--- src/rtl/cycle_fifo_pkg.sv ---
// cycle_fifo_pkg
//   Shared constants and helpers for the cycle_fifo block.
//   Build-time macros (each may be predefined on the command line):
//     LEN_CYCLE_REG       default FIFO depth (power of two, >= 2)
//     LEN_CYCLE_REG_ADDR  log2 of LEN_CYCLE_REG
//     CYCLE_FIFO_DROP_W   width of the rejected-push counter (16)
//     CYCLE_FIFO_DROP_CNT_EN  when defined, cycle_fifo exposes drop_count
//   No ports; this file only holds declarations.

`ifndef LEN_CYCLE_REG
`define LEN_CYCLE_REG 16
`endif
`ifndef LEN_CYCLE_REG_ADDR
`define LEN_CYCLE_REG_ADDR 4
`endif
`ifndef CYCLE_FIFO_DROP_W
`define CYCLE_FIFO_DROP_W 16
`endif

package cycle_fifo_pkg;

    localparam int DROP_W = `CYCLE_FIFO_DROP_W;

    // Increment that sticks at all-ones instead of wrapping to zero.
    function automatic logic [DROP_W-1:0] sat_inc(input logic [DROP_W-1:0] v);
        return (v == '1) ? v : v + 1'b1;
    endfunction

endpackage

--- src/rtl/cycle_fifo_mem.sv ---
// cycle_fifo_mem
//   DEPTH x WIDTH simple dual-port register array.
//   Write port is synchronous and enable-gated. The read port is registered:
//   rd_data loads mem[rd_addr] on a rising edge with rd_en high and holds
//   otherwise. Only the read register is reset; the array itself is not.
//   When the same address is written and read on one edge, rd_data returns
//   the word stored before that edge.
// Ports:
//   clk      in   clock
//   rstn     in   synchronous active-low reset (read register only)
//   wr_en    in   write enable
//   wr_addr  in   write address
//   wr_data  in   write data
//   rd_en    in   read enable
//   rd_addr  in   read address
//   rd_data  out  registered read data

module cycle_fifo_mem
    import cycle_fifo_pkg::*;
#(
    parameter int WIDTH  = 8,
    parameter int DEPTH  = 16,
    parameter int ADDR_W = 4
) (
    input  logic              clk,
    input  logic              rstn,
    input  logic              wr_en,
    input  logic [ADDR_W-1:0] wr_addr,
    input  logic [WIDTH-1:0]  wr_data,
    input  logic              rd_en,
    input  logic [ADDR_W-1:0] rd_addr,
    output logic [WIDTH-1:0]  rd_data
);

    logic [WIDTH-1:0] mem [DEPTH];

    always_ff @(posedge clk) begin
        if (wr_en) begin
            mem[wr_addr] <= wr_data;
        end
    end

    always_ff @(posedge clk) begin
        if (!rstn) begin
            rd_data <= '0;
        end else if (rd_en) begin
            rd_data <= mem[rd_addr];
        end
    end

endmodule

--- src/rtl/cycle_fifo.sv ---
// cycle_fifo
//   Parametrised circular FIFO using all DEPTH slots, with occupancy,
//   full/empty flags and a synchronous flush.
//   Optional feature macro: CYCLE_FIFO_DROP_CNT_EN adds drop_count, a
//   saturating count of pushes rejected because the FIFO was full.
// Ports:
//   clk         in   clock
//   rstn        in   synchronous active-low reset
//   i_order     in   push request (level)
//   i_data      in   push data
//   i_done      out  one-cycle pulse: push accepted on the last edge
//   o_order     in   pop request (level)
//   o_data      out  popped word, held until the next accepted pop
//   o_done      out  one-cycle pulse: o_data updated on the last edge
//   flush       in   synchronous clear of pointers and occupancy
//   count       out  occupancy 0..DEPTH
//   full        out  count == DEPTH
//   empty       out  count == 0
//   drop_count  out  rejected pushes, saturating (macro builds only)
//
// Handshake: i_order / o_order are level requests sampled on every rising
// edge; an accepted request is acknowledged by a single-cycle done pulse in
// the following cycle. A requester that holds its order high gets one
// transfer per edge for as long as the FIFO can accept/supply, and counts
// done pulses to know how many went through. Nothing is accepted on a cycle
// where rstn is low or flush is high.

`ifndef LEN_CYCLE_REG
`define LEN_CYCLE_REG 16
`endif
`ifndef LEN_CYCLE_REG_ADDR
`define LEN_CYCLE_REG_ADDR 4
`endif

module cycle_fifo
    import cycle_fifo_pkg::*;
#(
    parameter int WIDTH       = 8,
    parameter int DEPTH       = `LEN_CYCLE_REG,
    parameter int LENGTH_ADDR = `LEN_CYCLE_REG_ADDR
) (
    input  logic                   clk,
    input  logic                   rstn,
    input  logic                   i_order,
    input  logic [WIDTH-1:0]       i_data,
    output logic                   i_done,
    input  logic                   o_order,
    output logic [WIDTH-1:0]       o_data,
    output logic                   o_done,
    input  logic                   flush,
    output logic [LENGTH_ADDR:0]   count,
`ifdef CYCLE_FIFO_DROP_CNT_EN
    output logic                   full,
    output logic                   empty,
    output logic [DROP_W-1:0]      drop_count
`else
    output logic                   full,
    output logic                   empty
`endif
);

    localparam logic [LENGTH_ADDR-1:0] PTR_ONE  = LENGTH_ADDR'(1);
    localparam logic [LENGTH_ADDR:0]   CNT_ONE  = (LENGTH_ADDR + 1)'(1);
    localparam logic [LENGTH_ADDR:0]   CNT_FULL = (LENGTH_ADDR + 1)'(DEPTH);

    logic [LENGTH_ADDR-1:0] wr_ptr;
    logic [LENGTH_ADDR-1:0] rd_ptr;
    logic [LENGTH_ADDR:0]   cnt;
    logic                   active;
    logic                   push_ok;
    logic                   pop_ok;

    assign count = cnt;
    assign full  = (cnt == CNT_FULL);
    assign empty = (cnt == '0);

    // Reset and flush both swallow any request issued in the same cycle.
    assign active  = rstn && !flush;
    assign pop_ok  = active && o_order && !empty;
    // A full FIFO still takes a push when a pop frees the slot this edge;
    // since wr_ptr == rd_ptr when full, the memory reads the old word out
    // while the new one is written into the same slot.
    assign push_ok = active && i_order && (!full || pop_ok);

    cycle_fifo_mem #(
        .WIDTH  (WIDTH),
        .DEPTH  (DEPTH),
        .ADDR_W (LENGTH_ADDR)
    ) u_mem (
        .clk     (clk),
        .rstn    (rstn),
        .wr_en   (push_ok),
        .wr_addr (wr_ptr),
        .wr_data (i_data),
        .rd_en   (pop_ok),
        .rd_addr (rd_ptr),
        .rd_data (o_data)
    );

    always_ff @(posedge clk) begin
        if (!rstn || flush) begin
            wr_ptr <= '0;
            rd_ptr <= '0;
            cnt    <= '0;
            i_done <= 1'b0;
            o_done <= 1'b0;
        end else begin
            i_done <= push_ok;
            o_done <= pop_ok;
            if (push_ok) begin
                wr_ptr <= wr_ptr + PTR_ONE;
            end
            if (pop_ok) begin
                rd_ptr <= rd_ptr + PTR_ONE;
            end
            case ({push_ok, pop_ok})
                2'b10:   cnt <= cnt + CNT_ONE;
                2'b01:   cnt <= cnt - CNT_ONE;
                default: cnt <= cnt;
            endcase
        end
    end

`ifdef CYCLE_FIFO_DROP_CNT_EN
    always_ff @(posedge clk) begin
        if (!rstn || flush) begin
            drop_count <= '0;
        end else if (i_order && !push_ok) begin
            drop_count <= sat_inc(drop_count);
        end
    end
`endif

endmodule

--- config.mk ---
export PLATFORM = sky130hd
export DESIGN_NAME = cycle_fifo
export DESIGN_NICKNAME = d
export VERILOG_FILES = /design/src/rtl/cycle_fifo_pkg.sv /design/src/rtl/cycle_fifo_mem.sv /design/src/rtl/cycle_fifo.sv
export SDC_FILE = /design/constraint.sdc
export NUM_CORES = 1
export LEC_CHECK = 0
export CAP_MARGIN = 20
export CORE_AREA = 2 2 136 138
export DETAILED_ROUTE_END_ITERATION = 12
export DIE_AREA = 0 0 138 140
export PLACE_DENSITY = 0.61
export SYNTH_ARGS = -nofsm -noshare
export SYNTH_HDL_FRONTEND = slang
export SYNTH_HIERARCHICAL = 1
export SYNTH_SLANG_ARGS = --single-unit
--- constraint.sdc ---
create_clock -name clk -period 3.3 [get_ports clk]
set_input_delay 0.495 -clock clk [delete_from_list [all_inputs] [get_ports clk]]
set_output_delay 0.495 -clock clk [all_outputs]
set_load 0.1 [all_outputs]
==> flow_summary_export.csv <==
group,metric,value,unit
global_routing,overflow,0,
global_routing,grt_pass1_wl,19.5,mm
die,dieHeight,140,um
global_routing,met1_usage,0.162,
place,io_buffers,29,
place,dp_slack,0.314,ns
synthesis,synth_seq_cells,151,
worst_setup_path,crit_fanout,7,
pwr,swShare,0.196,
worst_setup_path,cp_slowest_cell,"or4_1",
die,core,17800,sq um
hold_path,hold_class,"reg2reg",
layout,diodes,0,
sta,tightest_slew,0.981,ns
sta,min_period,2.81,ns
routing,routed_wirelength,12.1,mm
synthesis,ys_seq_area_frac,0.697,
pwr,ir_worst_vdd,0.366,mV
cts,cts_resized,0,
sta,setup_viol,0,
layout,final_util,0.414,
worst_setup_path,worstSetupPathType,"reg2reg",
sta,finalMaxSlewViolations,0,
worst_setup_path,path_cells,"or4_1 > o21ai_2 > nor3_1 > ha_1 > a21oi_1 > a211oi_1 > a311o_1 > a31oi_1",
place,dp_hpwl,7.87,mm
worst_setup_path,cp_num_buf_inv,0,
routing,vias,3476,
layout,multi_input_comb_area,1690,sq um
synthesis,synth_top_area_share,0.623,
cts,clk_latency,0.42,ns
synthesis,syn_area_per_cell,15.2,sq um
worst_setup_path,r2r-end,"count[4]$_SDFFE_PP0P_",
worst_setup_path,r2r_cells,8,
worst_setup_path,worstPathArrival,3.15,ns
synthesis,ys.flop_type,"edfxtp_1",
routing,first_pass_iters,4,
pwr,clkPwrFrac,0.474,
pwr,pwr_density_cell,572,nW/um^2
global_routing,grt_usage,0.133,
layout,final_cells,701,
sta,hold_viol,0,
cts,clk_pin_slew,0.06,ns
synthesis,async_flop_share,0,
flow_run,cap_violations,0,
worst_setup_path,cpPeakStageDelay,0.68,ns
sta,maxSlewHeadroom,0.344,
synthesis,synth_edf_count,128,
routing,drt-initial-drc-count,177,
pwr,pwr-share-comb,0.032,
synthesis,yosys_warnings,6,
layout,layout.nets,478,
global_routing,antenna_found_initial,0,
global_routing,met2_usage,0.217,
worst_setup_path,crit_family,"compound AO/OA/AOI/OAI gates",
routing,ant_nets,0,
die,die_area,19300,sq um
global_routing,busiest_layer,"met2",
layout,drive_above_1_share,0.142,
place,place_congestion,0.802,
hold_path,hold_start,"u_mem/rd_data[5]$_SDFFE_PN0P_",
cts,cts_hold_buf,0,
cts,cts-root-buf,"clkbuf_16",
pwr,p_seq_frac,0.494,
die,initial_utilization,0.347,
global_routing,grt_max_degree,41,
pwr,power.total,4.21,mW
sta,fin_skew,0.00869,ns
cts,clock_sinks,151,
layout,nFillCells,1640,
die,fp.dieW,138,um
cts,cts_buffer_depth,2,
hold_path,hold_end,"u_mem/rd_data[5]$_SDFFE_PN0P_",
worst_setup_path,required,3.64,ns
worst_setup_path,cp-start-kind,"register",
pwr,p_leak,2.42,nW
cts,post_cts_buffers,0,
place,dp.cells,669,
global_routing,grt_pass1_vias,3649,
layout,syn_to_final_growth,19.4,%
worst_setup_path,reg2reg_from,"count[2]$_SDFFE_PP0P_",
worst_setup_path,crit_path_end_kind,"register",
global_routing,grtUsageMet3,0.0444,
hold_path,worstHoldPathCells,2,
routing,drc,0,
sta,finalSetupTns,0,ns
synthesis,yosys.area.top_type,"edfxtp_1",
sta,rsz0062_at_grt,"no",
cts,cts_tree,"done",
sta,fmax,356,MHz
worst_setup_path,r2r_slack,0.49,ns
routing,avgViaCountPerCell,4.96,
cts,h-tree-depth,4,
sta,setup_ws,0.490,ns
routing,wire_per_inst,17.2,um
synthesis,yosysUniqueCellTypes,45,
pwr,p_switching,0.827,mW
die,fp-row-count,49,
run_status,outcome,"completed",
layout,seqCellArea,4310,sq um
sta,period_share,0.851,
pwr,internal_power,3.39,mW
cts,cts_buffers,17,
synthesis,synthesis.nets,425,
synthesis,syn_area,6170,sq um
synthesis,netlist_top_cells_area,"edfxtp_1 (62%), mux2i_1 (12%), dfxtp_1 (7.5%), a22oi_1 (2.9%), nand3_1 (2.3%)",
die,pin_count,30,
synthesis,postSynthCellCount,406,
-- per-layer routing --
layer	vias up	routed length [um]
li1	1668	-
met4	0	204
met1	1703	5220
met3	14	635
met2	91	6010
met5	-	0
-- registers in the layout (all words and copies together) (netlist names) --
signal and count:
o_done 1, count 5, u_mem/rd_data 8, wr_ptr 4
i_done 1, u_mem/mem 128, rd_ptr 4
-- per-stage QoR --
step | cell area (sq um) | hold slack (ns)
2_1_floorplan | 6170 | 0.476
3_3_place_gp | 6740 | 0.441
3_5_place_dp | 6740 | 0.441
4_1_cts | 7370 | 0.455
5_1_grt | 7370 | 0.494
6_report | 7370 | 0.454
-- cell usage in the layout, fill, tap and decap left out, types with 3 or more instances in the layout --
cell               n
nand2b_1           4
nand3_1           28
clkbuf_8           4
ha_1               5
clkbuf_16         17
bufinv_16          3
edfxtp_1         128
buf_4             30
clkdlybuf4s50_1   22
dfxtp_1           22
xor2_1             3
a22oi_1           24
a21oi_1           10
mux2i_1           71
nor3_1             5
nor2b_1            4
inv_1              4
nor2_1            20
nand2_1           28
-- worst max-delay path by stage --
stage,from,end,cells past startpoint
2_1_floorplan,count[0]$_SDFFE_PP0P_,u_mem/mem[0][0]$_DFFE_PP_,4
3_3_place_gp,o_order,count[4]$_SDFFE_PP0P_,8
3_5_place_dp,o_order,count[4]$_SDFFE_PP0P_,8
4_1_cts,count[2]$_SDFFE_PP0P_,count[4]$_SDFFE_PP0P_,8
5_1_grt,count[0]$_SDFFE_PP0P_,count[4]$_SDFFE_PP0P_,8
6_report,count[2]$_SDFFE_PP0P_,count[4]$_SDFFE_PP0P_,8
-- area by class of cell --
type,instances,area share
Tap cell,229,0.0389
Timing Repair Buffer,52,0.0605
Multi-Input combinational cell,233,0.229
Clock inverter,10,0.0192
Inverter,4,0.00204
Sequential cell,151,0.585
Clock buffer,22,0.0657
-- worst min-delay path, cell delays in order (launching register included) --
cell and delay [ns]:
dfxtp_1 0.32, nand2_1 0.05, nand3_1 0.05
-- cells by family after synthesis --
logic type / synth area share
xor gates and xnor gates: 0.00710
buffers and inverters: 0.0294
AOI/OAI and AO/OA: 0.0586
and+or+nand+nor: 0.0791
muxes: 0.115
adders and majority gates: 0.0134
DFF: 0.697
-- cells in the mapped netlist (2+ instances only) --
cell,n
inv_1,4
a22oi_1,24
nand2b_1,4
a211oi_1,2
buf_2,4
nor2b_1,4
buf_8,2
a21oi_1,10
xnor2_1,2
o211ai_1,2
xor2_1,3
buf_6,3
or4_1,2
nor2_1,20
nor3_1,5
nand2_1,28
nand3b_1,2
and2_1,2
buf_4,4
nand3_1,28
dfxtp_1,23
edfxtp_1,128
o21ai_0,2
nor2_2,2
ha_1,5
mux2i_1,71
buf_12,2
-- power groups by stage --
stage,clock network [mW],logic [mW],registers [mW]
3_3_place_gp,0,0.135,2.12
6_report,2.00,0.137,2.08
5_1_grt,2.12,0.147,2.08
3_5_place_dp,0,0.138,2.12
4_1_cts,2.03,0.138,2.08
2_1_floorplan,0,0.0518,2.15
Power figures use the tool's default switching activity.
